--- src/rtl/max_search_ctrl_pkg.sv ---
// rtl/max_search_ctrl_pkg.sv - shared state encoding and sizing constants for the max-search sequencer
package max_search_ctrl_pkg;

    localparam int FLOAT_W       = 32;
    localparam int MEL_FRAME_LEN = 26;
    localparam int CMP_LATENCY   = 3;

    typedef enum logic [2:0] {
        ST_IDLE    = 3'd0,
        ST_ACCEPT  = 3'd1,
        ST_COMPARE = 3'd2,
        ST_UPDATE  = 3'd3,
        ST_DONE    = 3'd4
    } state_t;

endpackage

--- src/rtl/max_search_ctrl_compare.sv ---
// rtl/max_search_ctrl_compare.sv - 3-cycle magnitude compare of two float32 operands, returns the larger
module max_pair_compare #(
    parameter int DATA_WIDTH = 32
) (
    input  logic                  clk,
    input  logic                  rst_n,
    input  logic [DATA_WIDTH-1:0] input_01,
    input  logic [DATA_WIDTH-1:0] input_02,
    output logic [DATA_WIDTH-1:0] result
);

    logic [DATA_WIDTH-1:0] s1_a, s1_b, s2_a, s2_b;
    logic                  s2_sel_a;

    // Sign bit is excluded; equal magnitudes select input_02 so the later sample wins.
    always_ff @(posedge clk) begin
        if (!rst_n) begin
            s1_a     <= '0;
            s1_b     <= '0;
            s2_a     <= '0;
            s2_b     <= '0;
            s2_sel_a <= 1'b0;
            result   <= '0;
        end else begin
            s1_a     <= input_01;
            s1_b     <= input_02;
            s2_a     <= s1_a;
            s2_b     <= s1_b;
            s2_sel_a <= s1_a[DATA_WIDTH-2:0] > s1_b[DATA_WIDTH-2:0];
            result   <= s2_sel_a ? s2_a : s2_b;
        end
    end

endmodule

--- src/rtl/max_search_ctrl.sv ---
// rtl/max_search_ctrl.sv - serial frame max-search sequencer returning peak value and its index
module max_search_ctrl #(
    parameter int DATA_WIDTH  = max_search_ctrl_pkg::FLOAT_W,
    parameter int FRAME_LEN   = max_search_ctrl_pkg::MEL_FRAME_LEN,
    parameter int IDX_WIDTH   = 5,
    parameter int CMP_LATENCY = max_search_ctrl_pkg::CMP_LATENCY
) (
    input  logic                  clk,
    input  logic                  rst,
    input  logic [DATA_WIDTH-1:0] in_data,
    input  logic                  in_valid,
    output logic                  in_ready,
    output logic [DATA_WIDTH-1:0] max_data,
    output logic [IDX_WIDTH-1:0]  max_idx,
    output logic                  out_valid,
    input  logic                  out_ready,
    output logic                  busy
);
    import max_search_ctrl_pkg::*;

    localparam int CNT_W = IDX_WIDTH + 1;

    state_t                state;
    logic [CNT_W-1:0]      cnt;
    logic [2:0]            wcnt;
    logic [DATA_WIDTH-1:0] acc, cand, cmp_result;
    logic [IDX_WIDTH-1:0]  acc_idx, cand_idx;
    logic                  cand_won;

    // acc/cand are registers held constant through COMPARE, satisfying the unit's stable-operand rule.
    max_pair_compare #(.DATA_WIDTH(DATA_WIDTH)) u_cmp (
        .clk      (clk),
        .rst_n    (~rst),
        .input_01 (acc),
        .input_02 (cand),
        .result   (cmp_result)
    );

    assign cand_won = (cmp_result == cand);

    always_ff @(posedge clk) begin
        if (rst) begin
            state     <= ST_IDLE;
            in_ready  <= 1'b1;
            out_valid <= 1'b0;
            busy      <= 1'b0;
            max_data  <= '0;
            max_idx   <= '0;
            cnt       <= '0;
            wcnt      <= '0;
            acc       <= '0;
            acc_idx   <= '0;
            cand      <= '0;
            cand_idx  <= '0;
        end else begin
            case (state)
                ST_IDLE: begin
                    if (in_valid) begin
                        acc     <= in_data;
                        acc_idx <= '0;
                        cnt     <= CNT_W'(1);
                        busy    <= 1'b1;
                        if (FRAME_LEN == 1) begin
                            state     <= ST_DONE;
                            in_ready  <= 1'b0;
                            out_valid <= 1'b1;
                            max_data  <= in_data;
                            max_idx   <= '0;
                        end else begin
                            state <= ST_ACCEPT;
                        end
                    end
                end
                ST_ACCEPT: begin
                    if (in_valid) begin
                        cand     <= in_data;
                        cand_idx <= cnt[IDX_WIDTH-1:0];
                        wcnt     <= '0;
                        in_ready <= 1'b0;
                        state    <= ST_COMPARE;
                    end
                end
                ST_COMPARE: begin
                    wcnt <= wcnt + 3'd1;
                    if (wcnt == 3'(CMP_LATENCY - 1))
                        state <= ST_UPDATE;
                end
                ST_UPDATE: begin
                    acc <= cmp_result;
                    if (cand_won)
                        acc_idx <= cand_idx;
                    cnt <= cnt + CNT_W'(1);
                    if (cnt + CNT_W'(1) == CNT_W'(FRAME_LEN)) begin
                        state     <= ST_DONE;
                        out_valid <= 1'b1;
                        max_data  <= cmp_result;
                        max_idx   <= cand_won ? cand_idx : acc_idx;
                    end else begin
                        state    <= ST_ACCEPT;
                        in_ready <= 1'b1;
                    end
                end
                ST_DONE: begin
                    if (out_ready) begin
                        state     <= ST_IDLE;
                        out_valid <= 1'b0;
                        busy      <= 1'b0;
                        in_ready  <= 1'b1;
                        cnt       <= '0;
                    end
                end
                default: begin
                    state    <= ST_IDLE;
                    in_ready <= 1'b1;
                    busy     <= 1'b0;
                end
            endcase
        end
    end

endmodule

--- config.mk ---
export PLATFORM = sky130hd
export DESIGN_NAME = max_search_ctrl
export DESIGN_NICKNAME = d
export VERILOG_FILES = /design/src/rtl/max_search_ctrl_pkg.sv /design/src/rtl/max_search_ctrl_compare.sv /design/src/rtl/max_search_ctrl.sv
export SDC_FILE = /design/constraint.sdc
export NUM_CORES = 1
export LEC_CHECK = 0
export CORE_ASPECT_RATIO = 0.5
export CORE_UTILIZATION = 58
export CTS_CLUSTER_SIZE = 28
export DETAILED_ROUTE_END_ITERATION = 8
export MAX_ROUTING_LAYER = met4
export PLACE_DENSITY = 0.87
export SYNTH_ARGS = -nofsm -noshare
export SYNTH_HDL_FRONTEND = slang
export SYNTH_SLANG_ARGS = --single-unit
--- constraint.sdc ---
create_clock -name clk -period 2.3 [get_ports clk]
set_input_delay 0.23 -clock clk [delete_from_list [all_inputs] [get_ports clk]]
set_output_delay 0.23 -clock clk [all_outputs]
set_load 0.02 [all_outputs]
* Word level (Yosys, flattened, before mapping)
Cells that the tools add are included.
Storage, ports and cells: input port bits 36, word-level logic and storage cells 78, register bits after elaboration 287, output and inout bits 40
Operators by class: $add $sub $neg 2, multiplexer cells 26, reductions and logical operators 16, equal/unequal tests 13, bitwise logic cells 2, $lt $le $gt $ge 1
Operators by type and width (number):
- $mux 32 | 2
- $pmux 32 s2 | 1
- $eq 32x32->1 | 1
- $gt 31x31->1 | 1
- $mux 3 | 6
- $pmux 6 s3 | 1
- $pmux 3 s5 | 1
- $mux 6 | 2
- $ne 2x2->1 const B | 6
- $mux 5 | 2
- $pmux 5 s2 | 1
- $eq 3x2->1 const B | 3
- $reduce_and 3->1 | 3
- $reduce_and 2->1 | 4
- $reduce_and 4->1 | 2
- $add 6x1->6 const B | 1
- $eq 6x5->1 const B | 1
- $mux 1 | 6
- $pmux 3 s2 | 1
- $reduce_bool 2->1 | 3
- $pmux 1 s4 | 1
- $add 3x1->3 const B | 1
- $eq 3x1->1 const B | 1
- $eq 3x3->1 const B | 1
- other kinds (7) | 8

* Logic depth before layout (Yosys ltp)
Gate-level depths: netlist (run 1).
depth in word-level cells 4, mapped depth 9, mapped depth without buffers 8

* Modules after synthesis
Synthesis (run 1) repeated with hierarchy kept, for this count alone.
Second synthesis, totals: cells, all modules 1156, area total of the unflattened synthesis 10774.1 um^2
Modules (own cells, without submodules):
- max_pair_compare | cells each 483, instances 1, area an instance 5430.2 um^2, seq. area each 3223.1 um^2
- max_search_ctrl | cells each 673, instances 1, area an instance 5343.9 um^2, seq. area each 2522.4 um^2

* Least setup slack after synthesis (run 1)
OpenSTA, ideal clock, no wires.
kind reg-to-reg, from register u_cmp.s1_b[8], to register u_cmp.s2_sel_a, library setup time 0.129 ns, arrival 1.658 ns, cell stages (with the launch flop) 9, data required time 2.171 ns, buffers on the path 0, path slack 0.513 ns, clock period less this slack 1.787 ns, cells stage by stage dfxtp_1 inv_1 ha_1 a211oi_1 nor2_1 nor4b_1 o41ai_1 a2111oi_0 nor2_1
Between the ends: cells in the longest elaborated chain, start to end 1
RTL lines:
- start: declaration | line max_search_ctrl_compare.sv:12 | logic [DATA_WIDTH-1:0] s1_a, s1_b, s2_a, s2_b;
- start signal: assignment | line max_search_ctrl_compare.sv:26 | s1_b <= input_02;
- $gt 31x31->1 | line max_search_ctrl_compare.sv:29 | s2_sel_a <= s1_a[DATA_WIDTH-2:0] > s1_b[DATA_WIDTH-2:0];
- end signal: assignment | line max_search_ctrl_compare.sv:29
- end: declaration | line max_search_ctrl_compare.sv:13 | logic s2_sel_a;
No other way between the ends. A chain may end at the register's enable or synchronous reset.

* Worst setup path in the final report (run 1)
Same ends and word-level chain as after synthesis.

==> metrics.yaml, run 1 <==
status:
  status: "finished clean"
timing:
  report.final.hold_viol_count: 0
  grt_setup_unrepaired: "no"
  max_clock_freq_mhz: 472
  final_period_minus_worst_setup_slack_ns: 2.12
  timing.setup.tns_ns: 0
  finalSetupViolCount: 0
  timing.slew.headroom: 0.621
  slew_at_the_pin_with_the_worst_max_slew_slack_ns: 0.568
  fin_crit_sh: 0.922
  skew_ns: 0.0138
  timing.final.max_slew_violations: 0
setup_path:
  timing.critical_path.arrival_ns: 2.51
  worst-setup-path-type: "reg2reg"
  critical_path_buf_inv_count: 1
  timing.reg2reg.worst_path_depth: 8
  reg2reg_slack_ns: 0.18
  timing.critical_path.slowest_cell_delay_ns: 0.39
  crit_chain: "inv_1 -> ha_1 -> a211oi_1 -> nor2_1 -> nor4b_1 -> o41ai_1 -> a2111oi_1 -> nor2_1"
  timing.critical_path.from: "u_cmp.s1_b[8]$_SDFF_PP0_"
  r2r-start: "u_cmp.s1_b[8]$_SDFF_PP0_"
  worst_setup_ep: "u_cmp.s2_sel_a$_SDFF_PP0_"
  timing.critical_path.slowest_stage_cell: "a2111oi_1"
  timing.critical_path.depth: 8
  worst-path-max-fanout: 2
  critical_path_startpoint_category: "flip-flop"
  rr_endpoint: "u_cmp.s2_sel_a$_SDFF_PP0_"
  kind_of_capture_point_of_the_worst_setup_path: "flip-flop"
  required_ns: 2.69
  cp_top_family: "compound AO/OA/AOI/OAI gates"
  timing.critical_path.mode_cell: "nor2_1"
synthesis:
  ys_async_sr_fraction: 0
  ys_top_cells_by_count: "dfxtp_1 (287), nand2_1 (219), nor2_1 (120)"
  syn_avg_cell_area_um2: 9.13
  register_area_share_after_synthesis: 0.539
  yosysMostFrequentCell: "dfxtp_1"
  synth-edff-count: 0
  synth.distinct_cells: 45
  number_of_storage_elements_in_the_synthesis_netlist: 287
  synth_largest_area_cell: "dfxtp_1"
  synthesis.nets: 1238
  synth_ff_type: "dfxtp_1"
  synthCells: 1167
  yosys-top-cells-area: "dfxtp_1 (54%), nand2_1 (7.7%), nor2b_1 (6.0%), a21oi_1 (4.3%), nor2_1 (4.2%)"
  share_of_yosys_cell_area_claimed_by_the_top_area_cell_type: 0.539
  mappedNetlistArea_um2: 10700
  yosysWarnings: 0
placed_design:
  globalplace.congestion: 0.861
  dpl-instance-area_um2: 11600
  port_buffers: 75
  place_hpwl_mm: 15.8
clock_tree:
  htreeDepth: 1
  cts-root-buf: "clkbuf_16"
  clk_path_buf_depth: 3
  tritoncts: "yes"
  postCtsHoldBufs: 0
  cts_resized: 0
  worst_setup_hold_path_clk_slew_ns: 0.07
  post-cts-setup-buffers: 0
  clk_latency_ns: 0.52
  clkSinkCount: 287
  cts_inserted_buffers: 24
power:
  peakVddDrop_mv: 0.720
  cellLeakagePower_nw: 4.82
  power_density_nw_per_um2: 851
run:
  max_cap_viol_count: 0
floorplan:
  dieWidth_um: 194
  floorplan.io_pins: 76
  placement_rows: 34
  placeableCoreArea_um2: 17700
  start_util: 0.604
  full_die_area_um2: 19000
  die_height_um: 97.9
grt:
  grt_antenna_before_repair: 0
  grtUsageTotal: 0.270
  via_count_of_the_first_global_routing_pass: 7903
  grt_max_degree: 103
  overall_overflow_remaining_after_global_route: 0
  first_pass_grt_wire_length_mm: 39.7
hold_path:
  hold_path.class: "in2reg"
detailed_routing:
  drt_iter0_drc: 685
  routed_length_per_placed_instance_um: 16.9
  route.vias.total: 8162
  routed_via_density: 5.56
  wl_mm: 24.8
  first_pass_iters: 5
  route.antenna.remaining_nets: 0
  drcViolationCount: 0
cells_and_area:
  layout-drive-gt1-share: 0.0608
  number_of_inserted_diodes: 0
  area_growth_syn_to_layout_pct: 16.6
  fillers: 1233
  non_filler_cell_area_final_um2: 12400
  nets: 1286
==> power breakdown <==
part | switching (W) | internal (W)
Combinational | 0.000644 | 0.000478
Clock | 0.00181 | 0.00230
Sequential | 0.000162 | 0.00518
==> worst min path at each step <==
stage                               from                        end  cells after the start
2_1_floorplan                 in_data[0]       cand[0]$_SDFFE_PP0P_                      2
5_1_grt                              rst  u_cmp.s2_b[27]$_SDFF_PP0_                      2
4_1_cts                              rst  u_cmp.s2_b[27]$_SDFF_PP0_                      2
3_5_place_dp   u_cmp.s1_a[31]$_SDFF_PP0_  u_cmp.s2_a[31]$_SDFF_PP0_                      1
6_report                             rst  u_cmp.s2_b[27]$_SDFF_PP0_                      2
3_3_place_gp   u_cmp.s1_a[31]$_SDFF_PP0_  u_cmp.s2_a[31]$_SDFF_PP0_                      1
==> layout by cell type (no fill, tap or decap), types with 8 or more instances in the layout <==
| cell | instances |
|---|---|
| dfxtp_1 | 286 |
| nand2_1 | 219 |
| nor2_1 | 120 |
| nor2b_1 | 102 |
| a21oi_1 | 91 |
| clkdlybuf4s50_1 | 74 |
| mux2i_1 | 37 |
| inv_1 | 36 |
| ha_1 | 35 |
| xor2_1 | 33 |
| a311oi_1 | 32 |
| clkbuf_16 | 25 |
| buf_4 | 10 |
| nor4_1 | 9 |
| o21ai_0 | 8 |
| nand4_1 | 8 |
==> area by class of cell <==
class	count	area [um2]	area share
clock buffers	34	719	0.0579
clock inverters	10	80.1	0.00644
inverters	36	135	0.0109
multi-input cells	774	4480	0.361
flip-flops and latches	287	5750	0.462
well taps	234	293	0.0236
repair buffers	92	970	0.0780
==> sequential cells by signal, indices dropped and copies added (netlist names), 3 cells and up <==
signal,cells
acc,32
cand,32
max_data,32
u_cmp.result,32
u_cmp.s1_a,32
u_cmp.s1_b,32
u_cmp.s2_a,32
u_cmp.s2_b,32
cnt,6
acc_idx,5
cand_idx,5
max_idx,5
state,3
wcnt,3
==> per-stage QoR <==
step	instances	utilization	setup WS, ns	hold slack (ns)	total power [W]
after CTS	1467	0.704	0.157	0.250	0.0106
final	1467	0.704	0.179	0.249	0.0106
after detailed placement	1423	0.658	0.231	0.422	0.00653
after global routing	1467	0.704	0.0364	0.273	0.0109
after floorplan	1167	-	0.513	0.366	0.00616
after global placement	1423	0.658	0.354	0.415	0.00648
==> logic make-up (layout without fill, tap and decap cells) <==
| family | after synthesis | count (layout) | synth area share |
|---|---|---|---|
| flops | 287 | 287 | 0.539 |
| xor+xnor | 33 | 33 | 0.0271 |
| fa+ha+maj | 35 | 35 | 0.0411 |
| buf+inv | 106 | 172 | 0.0412 |
| simple gates | 505 | 505 | 0.218 |
| mux | 37 | 37 | 0.0348 |
| compound gates | 164 | 164 | 0.0983 |
==> routing by layer <==
metal,vias up,track usage,wire [um]
li1,3942,-,-
met1,3864,0.358,11300
met2,302,0.427,11300
met3,54,0.0439,1670
met4,0,0.0800,555
met5,-,-,0
Power figures use the tool's default switching activity.
==> run 2, diff against run 1 <==
Settings changed: ABC_CLOCK_PERIOD_IN_PS from default to 2300, CORE_UTILIZATION 58 to 45, PLACE_DENSITY 0.87 to 0.72.
==> run 2 against run 1 <==
The run now ends with DRC left. Register-to-register slack lost 0.02 ns. Combinational power barely moved. Maximum frequency down 1.1%. Critical path depth unchanged. Global-route usage down 5.9 points. Worst setup slack worse by 0.023 ns. Die area increased by 28%. Cell count grew 5.0%. Largest power group unchanged.
==> metrics.yaml, run 2 (synthesized netlist as in run 1, its figures left out) <==
status:
  status: "finished with violations"
  violations_in_the_final_reports: "DRC"
grt:
  grt_max_degree: 109
  grt_antenna_before_repair: 0
  via_count_of_the_first_global_routing_pass: 7625
  first_pass_grt_wire_length_mm: 39.8
  overall_overflow_remaining_after_global_route: 0
  grtUsageTotal: 0.211
timing:
  timing.setup.tns_ns: 0
  finalSetupViolCount: 0
  slew_at_the_pin_with_the_worst_max_slew_slack_ns: 0.727
  max_clock_freq_mhz: 467
  timing.final.ws_setup_ns: 0.157
  final_period_minus_worst_setup_slack_ns: 2.14
  timing.final.max_slew_violations: 0
  skew_ns: 0.00826
  timing.slew.headroom: 0.515
  fin_crit_sh: 0.932
  report.final.hold_viol_count: 0
detailed_routing:
  drcViolationCount: 4
  drt_iter0_drc: 461
  route.antenna.remaining_nets: 0
  wl_mm: 24.8
  routed_via_density: 5.16
  route.vias.total: 7957
  routed_length_per_placed_instance_um: 16.1
  first_pass_iters: 6
clock_tree:
  cts_inserted_buffers: 25
  cts-root-buf: "clkbuf_16"
  clk_latency_ns: 0.52
  htreeDepth: 1
  tritoncts: "yes"
  post-cts-setup-buffers: 0
  postCtsHoldBufs: 0
  cts_resized: 0
  clk_path_buf_depth: 3
  worst_setup_hold_path_clk_slew_ns: 0.07
  clkSinkCount: 287
floorplan:
  dieWidth_um: 220
  placeableCoreArea_um2: 23000
  die_height_um: 111
  full_die_area_um2: 24300
  start_util: 0.463
  floorplan.io_pins: 76
  placement_rows: 39
placed_design:
  port_buffers: 75
  dpl-instance-area_um2: 11800
  globalplace.congestion: 0.805
  detailedPlace.worstSlack_ns: 0.0160
  place_hpwl_mm: 16.1
power:
  peakVddDrop_mv: 0.453
  power_density_nw_per_um2: 847
  cellLeakagePower_nw: 4.85
cells_and_area:
  register_cell_area_after_layout_um2: 5750
  finish.utilization: 0.546
  nets: 1289
  multiInputGateArea_um2: 4490
  layout-drive-gt1-share: 0.0583
  mostFrequentLayoutCell: "dfxtp_1"
  fillers: 2047
  area_growth_syn_to_layout_pct: 18.0
  mostFrequentLayoutCells: "dfxtp_1 (286), nand2_1 (219), nor2_1 (120)"
  non_filler_cell_area_final_um2: 12600
  number_of_inserted_diodes: 0
setup_path:
  timing.critical_path.mode_cell: "nor2_1"
  kind_of_capture_point_of_the_worst_setup_path: "flip-flop"
  critical_path_startpoint_category: "flip-flop"
  worst-setup-path-type: "reg2reg"
  timing.critical_path.arrival_ns: 2.53
  timing.critical_path.slowest_stage_cell: "nor4b_2"
  worst-path-max-fanout: 2
  timing.critical_path.slowest_cell_delay_ns: 0.43
  required_ns: 2.69
  crit_chain: "inv_1 -> ha_1 -> a211oi_1 -> nor2_1 -> nor4b_2 -> o41ai_1 -> a2111oi_0 -> nor2_1"
run:
  max_cap_viol_count: 0
hold_path:
  hold_path.class: "in2reg"
## run 2: cell types whose count changed in the layout (fill, tap and decap cells not counted), sizes merged
| cell | change |
|---|---|
| bufinv | +1 |
| clkinvlp | -2 |
| clkbuf | +6 |
| buf | +2 |
| clkinv | -6 |
## run 2: power by group
part,internal (W),total [W],switching [W],leakage [nW]
Sequential,0.00518,0.00533,0.000144,2.33
Clock,0.00242,0.00419,0.00177,0.394
Combinational,0.000484,0.00113,0.000649,2.13
## run 2: layout make-up
class                   instances  area share
inverters                      36      0.0107
flip-flops and latches        287       0.457
clock buffers                  40      0.0590
multi-input cells             774       0.357
repair buffers                 94      0.0803
well taps                     307      0.0305
clock inverters                 3     0.00517
## run 2: path summary, 6_finish.rpt
kind / endpoint / slack (ns) / startpoint / cells after the start
setup / recovery: u_cmp.s2_sel_a$_SDFF_PP0_ / 0.16 / u_cmp.s1_b[8]$_SDFF_PP0_ / 8
hold / removal: cand[6]$_SDFFE_PP0P_ / 0.29 / in_data[6] / 3
setup reg to reg: u_cmp.s2_sel_a$_SDFF_PP0_ / 0.16 / u_cmp.s1_b[8]$_SDFF_PP0_ / 8
hold reg to reg: u_cmp.s2_a[31]$_SDFF_PP0_ / 0.44 / u_cmp.s1_a[31]$_SDFF_PP0_ / 1
## run 2: routing by layer
layer / vias to the layer above / global-route usage / share of wire
li1: 3939 / - / -
met1: 3815 / 0.297 / 0.49
met2: 170 / 0.323 / 0.45
met3: 33 / 0.0283 / 0.050
met4: 0 / 0.0432 / 0.014
met5: - / - / 0
## run 2: worst max-delay path: cells and delay by family, from the launching register on
kind | cells | cell delay (ns)
AO/OA/AOI/OAI | 3 | 0.73
adder cells (fa/ha/maj) | 1 | 0.29
buffers and inverters | 1 | 0.05
flip-flops | 1 | 0.31
AND/OR/NAND/NOR | 3 | 0.62
## run 2: stage by stage
step / std cells / hold WS, ns / total power (W)
6_report: 1541 / 0.291 / 0.0106
5_1_grt: 1541 / 0.295 / 0.0110
4_1_cts: 1541 / 0.286 / 0.0107
3_5_place_dp: 1498 / 0.430 / 0.00656
3_3_place_gp: 1498 / 0.415 / 0.00653
2_1_floorplan: 1167 / 0.366 / 0.00616
==> run 3, diff against run 2 <==
Settings changed: ABC_CLOCK_PERIOD_IN_PS 2300 to 2200, CORE_ASPECT_RATIO 0.5 to default.
Clock period 2.3 ns to 2.2 ns, I/O delays scaled along.
==> run 3 against run 2 <==
The flow now finishes without violations. Critical path type unchanged. Flip-flop and latch count unchanged. Worst hold slack got worse by 0.13 ns. First-iteration DRC count increased by 10%. Cell count increased by 1.6%.
==> metrics.yaml, run 3 (synthesized netlist as in run 1, its figures left out) <==
status:
  status: "finished clean"
grt:
  grtUsageTotal: 0.206
  overall_overflow_remaining_after_global_route: 0
  grt_antenna_before_repair: 0
  first_pass_grt_wire_length_mm: 38.4
  via_count_of_the_first_global_routing_pass: 7407
  grt_max_degree: 72
clock_tree:
  worst_setup_hold_path_clk_slew_ns: 0.06
  clk_path_buf_depth: 3
  htreeDepth: 1
  tritoncts: "yes"
  clk_latency_ns: 0.55
  post-cts-setup-buffers: 0
  clkSinkCount: 287
  cts-root-buf: "clkbuf_16"
  postCtsHoldBufs: 0
  cts_inserted_buffers: 29
detailed_routing:
  first_pass_iters: 5
  routed_length_per_placed_instance_um: 15.2
  route.vias.total: 7888
  wl_mm: 23.9
  drt_iter0_drc: 507
  routed_via_density: 5.04
  drcViolationCount: 0
  route.antenna.remaining_nets: 0
power:
  cellLeakagePower_nw: 4.92
  peakVddDrop_mv: 0.528
  power_density_nw_per_um2: 899
setup_path:
  cp_top_family: "compound AO/OA/AOI/OAI gates"
  required_ns: 2.62
  timing.critical_path.mode_cell: "nor2_1"
  timing.critical_path.arrival_ns: 2.46
  critical_path_startpoint_category: "flip-flop"
  worst-setup-path-type: "reg2reg"
  timing.critical_path.slowest_stage_cell: "a2111oi_1"
  critical_path_buf_inv_count: 1
  worst-path-max-fanout: 2
  kind_of_capture_point_of_the_worst_setup_path: "flip-flop"
  timing.critical_path.depth: 8
  crit_chain: "inv_1 -> ha_1 -> a211oi_1 -> nor2_1 -> nor4b_1 -> o41ai_1 -> a2111oi_1 -> nor2_1"
  timing.critical_path.slowest_cell_delay_ns: 0.40
  timing.reg2reg.worst_path_depth: 8
timing:
  timing.setup.tns_ns: 0
  timing.final.max_slew_violations: 0
  max_clock_freq_mhz: 491
  fin_crit_sh: 0.926
  slew_at_the_pin_with_the_worst_max_slew_slack_ns: 0.497
  final_period_minus_worst_setup_slack_ns: 2.04
  report.final.hold_viol_count: 0
  timing.slew.headroom: 0.668
  finalSetupViolCount: 0
  finalHoldWorstSlack_ns: 0.163
  grt_setup_unrepaired: "no"
  skew_ns: 0.0138
placed_design:
  globalplace.congestion: 0.792
  port_buffers: 75
  dpl-instance-area_um2: 11800
  place_hpwl_mm: 15.8
floorplan:
  dieWidth_um: 156
  floorplan.io_pins: 76
  full_die_area_um2: 24300
  start_util: 0.465
  placement_rows: 55
  placeableCoreArea_um2: 22900
  die_height_um: 156
cells_and_area:
  mostFrequentLayoutCells: "dfxtp_1 (286), nand2_1 (219), nor2_1 (120)"
  area_growth_syn_to_layout_pct: 19.2
  layout-drive-gt1-share: 0.0702
  nets: 1301
  fillers: 2039
  mostFrequentLayoutCell: "dfxtp_1"
  non_filler_cell_area_final_um2: 12700
  number_of_inserted_diodes: 0
hold_path:
  hold_path.class: "in2reg"
  hold-path-cell-count: 2
run:
  max_cap_viol_count: 0
[run 3: cell types whose count changed in the layout (fill, tap and decap cells not counted), sizes merged]
cell / previous run / this run
clkinvlp: 0 / 2
clkinv: 1 / 6
bufinv: 2 / 1
buf: 19 / 27
inv: 36 / 37
clkbuf: 41 / 45
[run 3: metal layers]
| metal | part of all wire | up-vias | GRT usage |
|---|---|---|---|
| met5 | 0 | - | - |
| met4 | 0.031 | 0 | 0.0770 |
| met3 | 0.042 | 58 | 0.0253 |
| met2 | 0.46 | 168 | 0.327 |
| met1 | 0.47 | 3686 | 0.269 |
| li1 | - | 3976 | - |
[run 3: path summary, 6_finish.rpt]
path	from	end	slack, ns
worst max-delay path	u_cmp.s1_b[8]$_SDFF_PP0_	u_cmp.s2_sel_a$_SDFF_PP0_	0.16
worst min register to register	u_cmp.s1_b[31]$_SDFF_PP0_	u_cmp.s2_b[31]$_SDFF_PP0_	0.44
worst max register to register	u_cmp.s1_b[8]$_SDFF_PP0_	u_cmp.s2_sel_a$_SDFF_PP0_	0.16
worst min-delay path	rst	max_idx[1]$_SDFFE_PP0P_	0.16
[run 3: final cells by class]
cell class / instances / area [um2] / share of cell area
multi-input combinational: 774 / 4490 / 0.353
clock buffer: 44 / 822 / 0.0647
inverter: 36 / 135 / 0.0106
tap: 313 / 392 / 0.0308
sequential: 287 / 5750 / 0.453
timing repair buffer: 102 / 1030 / 0.0813
clock inverter: 10 / 83.8 / 0.00660
[run 3: metrics by stage]
| stage | util | power (W) | worst slack (ns) | std cells |
|---|---|---|---|---|
| finish | 0.554 | 0.0114 | 0.162 | 1566 |
| global route | 0.554 | 0.0119 | 0.00141 | 1566 |
| CTS | 0.554 | 0.0115 | 0.124 | 1566 |
| detailed placement | 0.514 | 0.00684 | 0.158 | 1512 |
| global placement | 0.514 | 0.00682 | 0.145 | 1512 |
| floorplan | - | 0.00644 | 0.413 | 1167 |
[run 3: repair_timing]
item	in CTS	in global routing
gates resized for setup	0	3
endpoints found under the setup margin	0	6
endpoints found under the hold margin	0	0
[run 3: report_power, final]
group	leakage, nW	internal (W)	switching, W
registers	2.33	0.00542	0.000121
clock network	0.442	0.00269	0.00199
logic	2.15	0.000513	0.000682
total	4.92	0.00862	0.00280
